File: config.mk
export PLATFORM = sky130hd
export DESIGN_NAME = wr_ptr_gen_flat
export DESIGN_NICKNAME = d
export VERILOG_FILES = /design/src/rtl/wr_ptr_gen_if.sv /design/src/rtl/wr_ptr_gen.sv /design/src/flat_wrapper.sv
export SDC_FILE = /design/constraint.sdc
export NUM_CORES = 1
export LEC_CHECK = 0
export ABC_AREA = 1
export CAP_MARGIN = 20
export CORE_MARGIN = 2
export CORE_UTILIZATION = 32
export CTS_BUF_LIST = sky130_fd_sc_hd__clkbuf_8
export DETAILED_ROUTE_END_ITERATION = 8
export GPL_TIMING_DRIVEN = 1
export PLACE_DENSITY = 0.76
export RECOVER_POWER = 25
export SLEW_MARGIN = 25
export SYNTH_ARGS = -nofsm -noshare
export SYNTH_HDL_FRONTEND = slang
export SYNTH_SLANG_ARGS = --single-unit
File: constraint.sdc
create_clock -name clk_A -period 1.1 [get_ports clk_A]
set_clock_uncertainty 0.05 [all_clocks]
set_input_delay 0.11 -clock clk_A [delete_from_list [all_inputs] [get_ports clk_A]]
set_output_delay 0.11 -clock clk_A [all_outputs]
set_load 0.02 [all_outputs]
File: src/rtl/wr_ptr_gen_if.sv
// Write-side bus of the async FIFO: request/ack/overflow handshake plus
// the dual-port memory write port and the pointers handed to the
// full-detection stage and the clock-domain crossing.
// WR_LEVEL_EN adds the synchronised read pointer and fill-level signals.
interface wr_ptr_gen_if #(
  parameter int DATA_WIDTH = 8,
  parameter int ADDR_WIDTH = 3
);
  logic                  wr_en;
  logic [DATA_WIDTH-1:0] wr_data;
  logic                  full;
  logic                  ovf_clr;
  logic [ADDR_WIDTH:0]   wr_ptr;
  logic [ADDR_WIDTH:0]   g_wr_ptr;
  logic                  mem_we;
  logic [ADDR_WIDTH-1:0] mem_waddr;
  logic [DATA_WIDTH-1:0] mem_wdata;
  logic                  wr_ack;
  logic                  overflow;
`ifdef WR_LEVEL_EN
  logic [ADDR_WIDTH:0]   sync_b_rd_ptr;
  logic [ADDR_WIDTH:0]   wr_level;
  logic                  almost_full;
`endif

  // Pointer generator side
  modport slave (
    input  wr_en, wr_data, full, ovf_clr,
`ifdef WR_LEVEL_EN
    input  sync_b_rd_ptr,
    output wr_level, almost_full,
`endif
    output wr_ptr, g_wr_ptr, mem_we, mem_waddr, mem_wdata, wr_ack, overflow
  );

  // Requester / surrounding FIFO side
  modport master (
    output wr_en, wr_data, full, ovf_clr,
`ifdef WR_LEVEL_EN
    output sync_b_rd_ptr,
    input  wr_level, almost_full,
`endif
    input  wr_ptr, g_wr_ptr, mem_we, mem_waddr, mem_wdata, wr_ack, overflow
  );
endinterface

File: src/rtl/wr_ptr_gen.sv
// Write-side pointer generator of the asynchronous FIFO (clk_A domain).
// Qualifies write requests against full, drives the memory write port,
// and advances the binary and registered Gray write pointers.
// Optional macro WR_LEVEL_EN adds registered fill level and almost_full.
module wr_ptr_gen #(
  parameter int DATA_WIDTH = 8,
  parameter int ADDR_WIDTH = 3,
  parameter int AF_THRESH  = (1 << ADDR_WIDTH) - 2
) (
  input  logic         clk_A,
  input  logic         rst,
  wr_ptr_gen_if.slave  bus
);
  localparam int DEPTH = 1 << ADDR_WIDTH;

  // A threshold outside 0..DEPTH could never (or always) assert almost_full
  if (AF_THRESH < 0 || AF_THRESH > DEPTH) begin : g_bad_thresh
    $error("wr_ptr_gen: AF_THRESH out of range 0..DEPTH");
  end

  logic                accept;
  logic                reject;
  logic [ADDR_WIDTH:0] ptr_q;
  logic [ADDR_WIDTH:0] gray_q;
  logic [ADDR_WIDTH:0] ptr_inc;
  logic [ADDR_WIDTH:0] ptr_next;
  logic                ack_q;
  logic                ovf_q;

  // Write qualification; rst gating keeps mem_we low throughout reset
  always_comb begin
    accept   = bus.wr_en & ~bus.full & rst;
    reject   = bus.wr_en & bus.full;
    ptr_inc  = ptr_q + 1'b1;
    ptr_next = accept ? ptr_inc : ptr_q;
  end

  // Pointers and ack; Gray is derived from the next binary value and
  // registered so the crossing signal never glitches
  always_ff @(posedge clk_A or negedge rst) begin
    if (!rst) begin
      ptr_q  <= '0;
      gray_q <= '0;
      ack_q  <= 1'b0;
    end else begin
      ack_q <= accept;
      if (accept) begin
        ptr_q  <= ptr_inc;
        gray_q <= ptr_inc ^ (ptr_inc >> 1);
      end
    end
  end

  // Sticky overflow: a rejected write wins over a simultaneous clear
  always_ff @(posedge clk_A or negedge rst) begin
    if (!rst) begin
      ovf_q <= 1'b0;
    end else if (reject) begin
      ovf_q <= 1'b1;
    end else if (bus.ovf_clr) begin
      ovf_q <= 1'b0;
    end
  end

`ifdef WR_LEVEL_EN
  logic [ADDR_WIDTH:0] level_next;
  logic [ADDR_WIDTH:0] level_q;
  logic                af_q;

  // Fill level against the synchronised read pointer (pessimistic)
  always_comb begin
    level_next = ptr_next - bus.sync_b_rd_ptr;
  end

  // Registered level and almost-full flag
  always_ff @(posedge clk_A or negedge rst) begin
    if (!rst) begin
      level_q <= '0;
      af_q    <= 1'b0;
    end else begin
      level_q <= level_next;
      af_q    <= (int'(level_next) >= AF_THRESH);
    end
  end

  assign bus.wr_level    = level_q;
  assign bus.almost_full = af_q;
`endif

  assign bus.mem_we    = accept;
  assign bus.mem_waddr = ptr_q[ADDR_WIDTH-1:0];
  assign bus.mem_wdata = bus.wr_data;
  assign bus.wr_ptr    = ptr_q;
  assign bus.g_wr_ptr  = gray_q;
  assign bus.wr_ack    = ack_q;
  assign bus.overflow  = ovf_q;
endmodule
File: src/flat_wrapper.sv
// flat-port wrapper written by rule: the top's interface ports become plain ports
module wr_ptr_gen_flat 
#(
  parameter int DATA_WIDTH = 8,
  parameter int ADDR_WIDTH = 3,
  parameter int AF_THRESH  = (1 << ADDR_WIDTH) - 2
)
  (clk_A, rst, bus_wr_en, bus_wr_data, bus_full, bus_ovf_clr, bus_wr_ptr, bus_g_wr_ptr, bus_mem_we, bus_mem_waddr, bus_mem_wdata, bus_wr_ack, bus_overflow);
  wr_ptr_gen_if #(.DATA_WIDTH(DATA_WIDTH), .ADDR_WIDTH(ADDR_WIDTH)) bus_i ();
  input  logic clk_A;
  input  logic rst;
  input wire logic [$bits(bus_i.wr_en)-1:0] bus_wr_en;
  input wire logic [$bits(bus_i.wr_data)-1:0] bus_wr_data;
  input wire logic [$bits(bus_i.full)-1:0] bus_full;
  input wire logic [$bits(bus_i.ovf_clr)-1:0] bus_ovf_clr;
  output wire logic [$bits(bus_i.wr_ptr)-1:0] bus_wr_ptr;
  output wire logic [$bits(bus_i.g_wr_ptr)-1:0] bus_g_wr_ptr;
  output wire logic [$bits(bus_i.mem_we)-1:0] bus_mem_we;
  output wire logic [$bits(bus_i.mem_waddr)-1:0] bus_mem_waddr;
  output wire logic [$bits(bus_i.mem_wdata)-1:0] bus_mem_wdata;
  output wire logic [$bits(bus_i.wr_ack)-1:0] bus_wr_ack;
  output wire logic [$bits(bus_i.overflow)-1:0] bus_overflow;
  assign bus_i.wr_en = bus_wr_en;
  assign bus_i.wr_data = bus_wr_data;
  assign bus_i.full = bus_full;
  assign bus_i.ovf_clr = bus_ovf_clr;
  assign bus_wr_ptr = bus_i.wr_ptr;
  assign bus_g_wr_ptr = bus_i.g_wr_ptr;
  assign bus_mem_we = bus_i.mem_we;
  assign bus_mem_waddr = bus_i.mem_waddr;
  assign bus_mem_wdata = bus_i.mem_wdata;
  assign bus_wr_ack = bus_i.wr_ack;
  assign bus_overflow = bus_i.overflow;
  wr_ptr_gen #(.DATA_WIDTH(DATA_WIDTH), .ADDR_WIDTH(ADDR_WIDTH), .AF_THRESH(AF_THRESH)) u_core (.clk_A(clk_A), .rst(rst), .bus(bus_i));
endmodule
# Yosys cells after proc, flatten, opt, wreduce, memory -nomap -nowiden
# Index checks and enable logic that the tools add are counted.
[totals]
ff_bits = 10
in_bits = 13
out_inout_bits = 22
elab_cells = 13
[op_classes]
add_sub_neg = 1
mux = 2
bitwise = 5
reduce_logical = 1
[ops]
columns = ["operator", "count"]
rows = [
  ["4-bit by 1-bit adder with 4-bit output (second input constant)", 1],
  ["4-bit by 3-bit XOR with 4-bit output", 1],
  ["1-bit AND", 3],
  ["1-bit two-way mux", 2],
  ["2-bit nonzero test", 1],
  ["1-bit inverter", 1],
]

# Logic depth before layout (Yosys ltp)
# Gate-level depths: netlist (run 1).
[logic_depth]
word_depth = 3
mapped_depth = 7
ltp_nobuf = 7

# Least setup slack after synthesis (run 1)
# Ideal clock, no wire load.
[synth_timing]
path_type = "flip-flop to flip-flop"
from = "register u_core.ptr_q[0] (netlist: u_core.bus.wr_ptr[0])"
to = "register u_core.gray_q[2] (netlist: u_core.bus.g_wr_ptr[2])"
t_arrival_ns = 1.136
required_time_ns = 0.929
path_slack_ns = -0.207
stages_incl_launch_ff = 8
path_buffers = 0
period_less_slack_ns = 1.307
path_cell_list = "dfrtp_1 ha_1 inv_1 nand2_1 nand2_1 nor2_2 nand2_1 nand3_2"
[synth_between]
elab_chain_cells = 2
[synth_rtl]
columns = ["item", "line", "text"]
rows = [
  ["from (decl)", "wr_ptr_gen.sv:23", "logic [ADDR_WIDTH:0] ptr_q;"],
  ["from (signal assigned)", "wr_ptr_gen.sv:48", "ptr_q <= ptr_inc;"],
  ["4-bit by 1-bit adder with 4-bit output", "wr_ptr_gen.sv:34", "ptr_inc = ptr_q + 1'b1;"],
  ["4-bit by 3-bit XOR with 4-bit output", "wr_ptr_gen.sv:49", "gray_q <= ptr_inc ^ (ptr_inc >> 1);"],
  ["to (signal assigned)", "wr_ptr_gen.sv:49", ""],
  ["to (decl)", "wr_ptr_gen.sv:24", "logic [ADDR_WIDTH:0] gray_q;"],
]
# No other way between the ends.
# A chain may end at the register's enable or synchronous reset.

# Final worst setup path (run 1)
# Same ends and word-level chain as after synthesis.

==> results of run 1 <==
[placed cells by master, fill, tap and decap left out]
| master | count |
|---|---|
| ha_4 | 1 |
| inv_2 | 2 |
| dfrtp_2 | 2 |
| xnor2_1 | 1 |
| clkdlybuf4s50_1 | 4 |
| clkbuf_2 | 3 |
| xor2_1 | 1 |
| nand2_1 | 16 |
| clkdlybuf4s15_1 | 5 |
| nor2_2 | 1 |
| nand2_2 | 4 |
| inv_1 | 5 |
| nor2_4 | 1 |
| a21oi_2 | 1 |
| nand3_2 | 3 |
| clkbuf_8 | 3 |
| buf_4 | 14 |
| clkdlybuf4s15_2 | 1 |
| nand3_1 | 1 |
| dfrtp_1 | 7 |
| o21ai_1 | 3 |
| buf_2 | 1 |
| clkinv_2 | 1 |
| o21ai_0 | 1 |
| nand4_1 | 2 |
[through the flow]
| step | hold slack, ns | worst slack [ns] | power [mW] |
|---|---|---|---|
| 6_report | 0.1700 | -0.04994 | 2.439 |
| 5_1_grt | 0.1700 | -0.08996 | 2.602 |
| 4_1_cts | 0.1701 | -0.04729 | 2.423 |
| 3_5_place_dp | 0.1701 | -0.4638 | 2.045 |
| 3_3_place_gp | 0.1701 | -0.4031 | 1.987 |
| 2_1_floorplan | -0.2356 | -0.05190 | 1.472 |
[logic make-up (layout without fill, tap and decap cells)]
family,Yosys count,count (layout),synth area share [%]
compound gates,5,5,4.703
buf+inv,20,39,23.29
fa+ha+maj,1,1,2.353
flops,9,9,42.35
xor+xnor,2,2,3.295
simple gates,28,28,24.00
[what timing repair did]
item / in CTS / in global routing
resized for setup: 41 / 13
gates cloned: 0 / 0
setup buffers: 2 / 0
endpoints found under the setup margin: 18 / 17
pin swaps: 8 / 0
[metal layers]
metal,vias up,global-route usage [%],routed length [µm]
met5,-,0,0
met4,0,12.12,33
met3,6,3.600,87
met2,15,24.35,666
met1,224,14.75,473
li1,228,-,-
[registers in the layout, summed over array words and instances, names as in the netlist]
name and count:
u_core.bus.overflow 1, u_core.bus.g_wr_ptr 4, u_core.bus.wr_ack 1, u_core.bus.wr_ptr 3
[final cells by class]
type / instances / share of cell area [%]
clock buffers: 3 / 5.375
clock inverters: 1 / 0.6515
multi-input cells: 36 / 28.83
inverters: 7 / 3.420
well taps: 16 / 2.606
repair buffers: 28 / 29.48
flip-flops and latches: 9 / 29.64
[synthesized netlist by cell type]
cell type / count
nor2_1: 1
inv_1: 6
xor2_1: 1
nand4_1: 2
xnor2_1: 1
ha_1: 1
nor2_2: 1
nand3_1: 2
dfrtp_1: 9
a21oi_1: 1
o21ai_0: 1
o21ai_1: 3
buf_4: 13
inv_2: 1
nand3_2: 2
nand2_1: 20
[power by group through the flow]
stage          Clock, mW  Combinational (mW)  Sequential, mW
6_report           0.381                1.46           0.600
3_5_place_dp           0                1.43           0.614
2_1_floorplan          0               0.670           0.802
3_3_place_gp           0                1.38           0.602
5_1_grt            0.417                1.57           0.618
4_1_cts            0.392                1.43           0.597
[path summary, 6_finish.rpt]
kind	slack, ns	endpoint	depth (start not counted)
setup / recovery	-0.05	u_core.bus.g_wr_ptr[2]	7
hold reg to reg	0.46	u_core.bus.g_wr_ptr[1]	2
setup reg to reg	-0.05	u_core.bus.g_wr_ptr[2]	7
hold / removal	0.17	bus_mem_wdata[3]	0
min in group asynchronous	0.19	u_core.bus.wr_ptr[1]	2
max in group asynchronous	0.66	u_core.bus.wr_ptr[0]	2
[critical path, stage by stage (launching register included)]
cell     delay (ns)
dfrtp_2        0.45
ha_4           0.18
inv_2          0.06
nand2_2        0.05
nand2_2        0.08
nor2_4         0.04
nand2_2        0.07
nand3_2        0.05
==> impl_metrics.py, run 1 <==
metrics = {
    "job": {
        "cap_viol_max_count": 0,
    },
    "floorplanning": {
        "initial_core_util_pct": 34.89,
        "die_w_um": 44.77,
        "ios": 35,
        "fp.dieH_um": 44.77,
        "rows": 14,
        "dieArea_um2": 2004,
        "coreArea_um2": 1524,
    },
    "finish": {
        "area_growth_pct": 44.47,
        "finalNetCount": 99,
        "final_core_util_pct": 50.41,
        "multiInputGateArea_um2": 221.5,
        "final_cell_area_um2": 768.2,
        "regArea_um2": 227.7,
        "stdcell_count": 100,
        "drive_gt1_share_pct": 45.24,
        "diodes": 0,
        "fillCellCount": 154,
    },
    "worst_setup_path": {
        "arrival_ns": 1.22,
        "startpoint": "u_core.bus.wr_ptr[0]",
        "cp_max_fo": 4,
        "crit_path_start_kind": "register",
        "timing.rr.start": "u_core.bus.wr_ptr[0]",
        "endpoint_kind": "register",
        "path_class": "register to register",
        "cp.required_ns": 1.17,
    },
    "sta": {
        "rsz0062_at_grt": "yes",
        "worst_pin_slew_ns": 0.2197,
        "timing.fmax_ghz": 0.8696,
        "final-hold-violation-count": 0,
        "period_needed_ns": 1.150,
        "setup_viol": 6,
        "finalCritPeriodShare_pct": 104.5,
        "setup_ws_ns": -0.04994,
        "maxSlewHeadroom_pct": 85.41,
        "tns_ns": -0.2216,
        "slew_viol_final": 0,
    },
    "global_routing": {
        "grt_use_total_pct": 14.39,
        "antenna_found_initial": 0,
        "grt_max_degree": 13,
        "grt_pass1_wl_um": 1938,
        "overflow": 0,
        "first_global_vias": 443,
    },
    "pwr": {
        "intPower_mw": 1.383,
        "power_switching_mw": 1.056,
        "leakage_nw": 0.3907,
        "swShare_pct": 43.28,
        "seq_power_share_pct": 24.6,
        "clkPwrFrac_pct": 15.6,
        "ir_worst_vdd_mv": 1.320,
        "powerDensity_nw_per_um2": 3175,
        "comb_power_share_pct": 59.7,
    },
    "logic_synthesis": {
        "netlist_instances": 65,
        "ys_seq_area_share_pct": 42.35,
        "synth_top_area_share_pct": 42.35,
        "ys_types": 16,
        "ys_warn_count": 0,
        "synth_seq_cells": 9,
        "synth_area_leaders": "dfrtp_1, buf_4, nand2_1, inv_1, nand3_2",
        "synth_nets": 79,
        "synth_area_leader_cell": "dfrtp_1",
        "syn_avg_cell_area_um2": 8.181,
        "netlist_area_um2": 531.8,
    },
    "place": {
        "dpl-instance-area_um2": 709.4,
        "port_buffers": 18,
        "dp_hpwl_um": 948.5,
        "dp_cells": 94,
        "gp_congestion": 0.7918,
    },
    "detailed_routing": {
        "drc": 0,
        "drt_iter0_markers": 11,
        "first_pass_iters": 4,
        "route.final.wire_length_um": 1261,
        "vias_per_cell": 4.730,
        "wl_per_cell_um": 12.61,
        "vias": 473,
        "ant_nets": 0,
    },
    "worst_hold_path": {
        "min-delay-start": "bus_wr_data[3]",
        "hold_class": "primary input to primary output",
    },
    "cts": {
        "clockBufferDepth": 2,
        "cts_tree": "done",
        "cts_hold_buf": 0,
        "clkSinkCount": 9,
        "clock_latency_ns": 0.23,
        "htree_levels": 1,
        "clock-root-buffer": "clkbuf_8",
        "clkTransAtPathRegs_ns": 0.05,
        "cts_buffers": 3,
    },
    "run_status": {
        "violations": "negative setup slack",
        "outcome": "finished, violations left",
    },
}
No activity file was read; power rests on OpenSTA's default activity.
==> inputs of run 2 (changes only) <==
SKIP_LAST_GASP = 1   (was default)
==> impl_metrics.py, run 2 (same netlist as run 1, synthesis figures left out) <==
metrics = {
    "run_status": {
        "outcome": "finished, violations left",
        "violations": "negative setup slack",
    },
    "cts": {
        "clkTransAtPathRegs_ns": 0.05,
        "cts_buffers": 3,
        "clockBufferDepth": 2,
        "clock-root-buffer": "clkbuf_8",
        "htree_levels": 1,
        "clkSinkCount": 9,
        "cts_tree": "done",
        "clock_latency_ns": 0.23,
    },
    "sta": {
        "maxSlewHeadroom_pct": 85.41,
        "finalCritPeriodShare_pct": 104.3,
        "timing.fmax_ghz": 0.8719,
        "worst_pin_slew_ns": 0.2197,
        "setup_ws_ns": -0.04696,
        "period_needed_ns": 1.147,
        "setup_viol": 7,
        "rsz0062_at_grt": "yes",
        "slew_viol_final": 0,
        "final-hold-violation-count": 0,
    },
    "pwr": {
        "powerDensity_nw_per_um2": 3191,
        "power_switching_mw": 1.055,
        "power_mw": 2.424,
        "comb_power_share_pct": 59.5,
        "seq_power_share_pct": 24.8,
        "ir_worst_vdd_mv": 1.318,
        "swShare_pct": 43.53,
        "clkPwrFrac_pct": 15.7,
        "leakage_nw": 0.3887,
        "intPower_mw": 1.369,
    },
    "finish": {
        "drive_gt1_share_pct": 45.24,
        "layout_commonest_cell": "nand2_1",
        "fillCellCount": 152,
        "finalNetCount": 99,
        "area_growth_pct": 42.82,
        "final_core_util_pct": 49.84,
        "final_cell_mix": "nand2_1, buf_4, dfrtp_1",
        "diodes": 0,
        "largest_reg_flops": 4,
    },
    "global_routing": {
        "grt_use_total_pct": 14.39,
        "first_global_vias": 437,
        "grt_max_degree": 13,
        "antenna_found_initial": 0,
        "overflow": 0,
        "grt_pass1_wl_um": 1932,
    },
    "floorplanning": {
        "ios": 35,
        "fp.dieH_um": 44.77,
        "die_w_um": 44.77,
        "dieArea_um2": 2004,
        "initial_core_util_pct": 34.89,
        "coreArea_um2": 1524,
        "rows": 14,
    },
    "worst_hold_path": {
        "hold_class": "primary input to primary output",
    },
    "worst_setup_path": {
        "cp.required_ns": 1.17,
        "cp.buffers_inverters": 1,
        "cpPeakStageDelay_ns": 0.45,
        "crit_slowest_cell": "dfrtp_2",
        "worstPathCellList": "ha_4, inv_2, nand2_2, nand2_2, nor2_4, nand2_2, nand3_2",
        "arrival_ns": 1.22,
        "endpoint_kind": "register",
        "cp_max_fo": 4,
        "crit_family": "flip-flops",
        "crit_path_start_kind": "register",
        "path_class": "register to register",
        "cpMostUsedCell": "nand2_2",
    },
    "place": {
        "gp_congestion": 0.7918,
        "port_buffers": 18,
        "dp_hpwl_um": 948.5,
    },
    "detailed_routing": {
        "vias_per_cell": 4.700,
        "first_pass_iters": 4,
        "drt_iter0_markers": 9,
        "drc": 0,
        "vias": 470,
        "ant_nets": 0,
        "wl_per_cell_um": 12.58,
        "route.final.wire_length_um": 1258,
    },
    "job": {
        "cap_viol_max_count": 0,
    },
}
==> run 2: cell types whose count changed in the layout (fill, tap and decap cells not counted), sizes merged <==
| cell | delta |
|---|---|
| buf | -1 |
| clkdlybuf4s15 | -1 |
| clkbuf | +2 |
==> run 2: area by class of cell <==
type	count	area [µm²]	area share, %
clock buffers	3	41.29	5.437
clock inverters	1	5.005	0.6590
flip-flops and latches	9	227.7	29.98
multi-input cells	36	221.5	29.16
inverters	7	26.28	3.460
well taps	16	20.02	2.636
repair buffers	28	217.7	28.67
==> run 2: worst register-to-register path, stage by stage (launching register included) <==
cell and delay (ns):
dfrtp_2 0.45, ha_4 0.18, inv_2 0.06, nand2_2 0.05, nand2_2 0.08, nor2_4 0.04, nand2_2 0.07, nand3_2 0.05
==> run 2: metal layers <==
metal | routed length (µm) | track usage, % | share of wire [%]
met5 | 0 | 0 | 0
met4 | 33 | 12.12 | 2.6
met3 | 89 | 3.600 | 7.1
met2 | 663 | 24.35 | 53
met1 | 472 | 14.75 | 38
==> run 2: final timing paths <==
kind | startpoint | endpoint | slack, ns | depth (start not counted)
max in group asynchronous | rst | u_core.bus.wr_ptr[0] | 0.66 | 2
hold / removal | bus_wr_data[3] | bus_mem_wdata[3] | 0.17 | 0
min in group asynchronous | rst | u_core.bus.wr_ptr[1] | 0.19 | 2
setup reg to reg | u_core.bus.wr_ptr[0] | u_core.bus.g_wr_ptr[2] | -0.05 | 7
hold reg to reg | u_core.bus.g_wr_ptr[1] | u_core.bus.g_wr_ptr[1] | 0.46 | 2
setup / recovery | u_core.bus.wr_ptr[0] | u_core.bus.g_wr_ptr[2] | -0.05 | 7
==> run 2: timing repair <==
action	CTS	global route
gates cloned	0	0
endpoints found under the setup margin	18	18
pin swaps	7	0
hold buffers	0	0
setup buffers	2	0
gates resized for setup	36	16
==> run 2: per-stage QoR <==
step	std cells	cell area [µm²]	hold WS, ns	setup WS [ns]	setup TNS, ns
2_1_floorplan	65	546.8	-0.2356	-0.05190	-0.1744
3_3_place_gp	94	709.4	0.1701	-0.4031	-1.561
3_5_place_dp	94	709.4	0.1701	-0.4638	-1.961
4_1_cts	100	762.0	0.1701	-0.1913	-0.4327
5_1_grt	100	759.5	0.1700	-0.09436	-0.5302
6_report	100	759.5	0.1700	-0.04696	-0.2332
==> run 2: power by group through the flow <==
| stage | combinational (mW) | clock (mW) | sequential [mW] |
|---|---|---|---|
| 2_1_floorplan | 0.670 | 0 | 0.802 |
| 3_3_place_gp | 1.38 | 0 | 0.602 |
| 3_5_place_dp | 1.43 | 0 | 0.614 |
| 4_1_cts | 1.42 | 0.392 | 0.597 |
| 5_1_grt | 1.55 | 0.417 | 0.618 |
| 6_report | 1.44 | 0.381 | 0.600 |
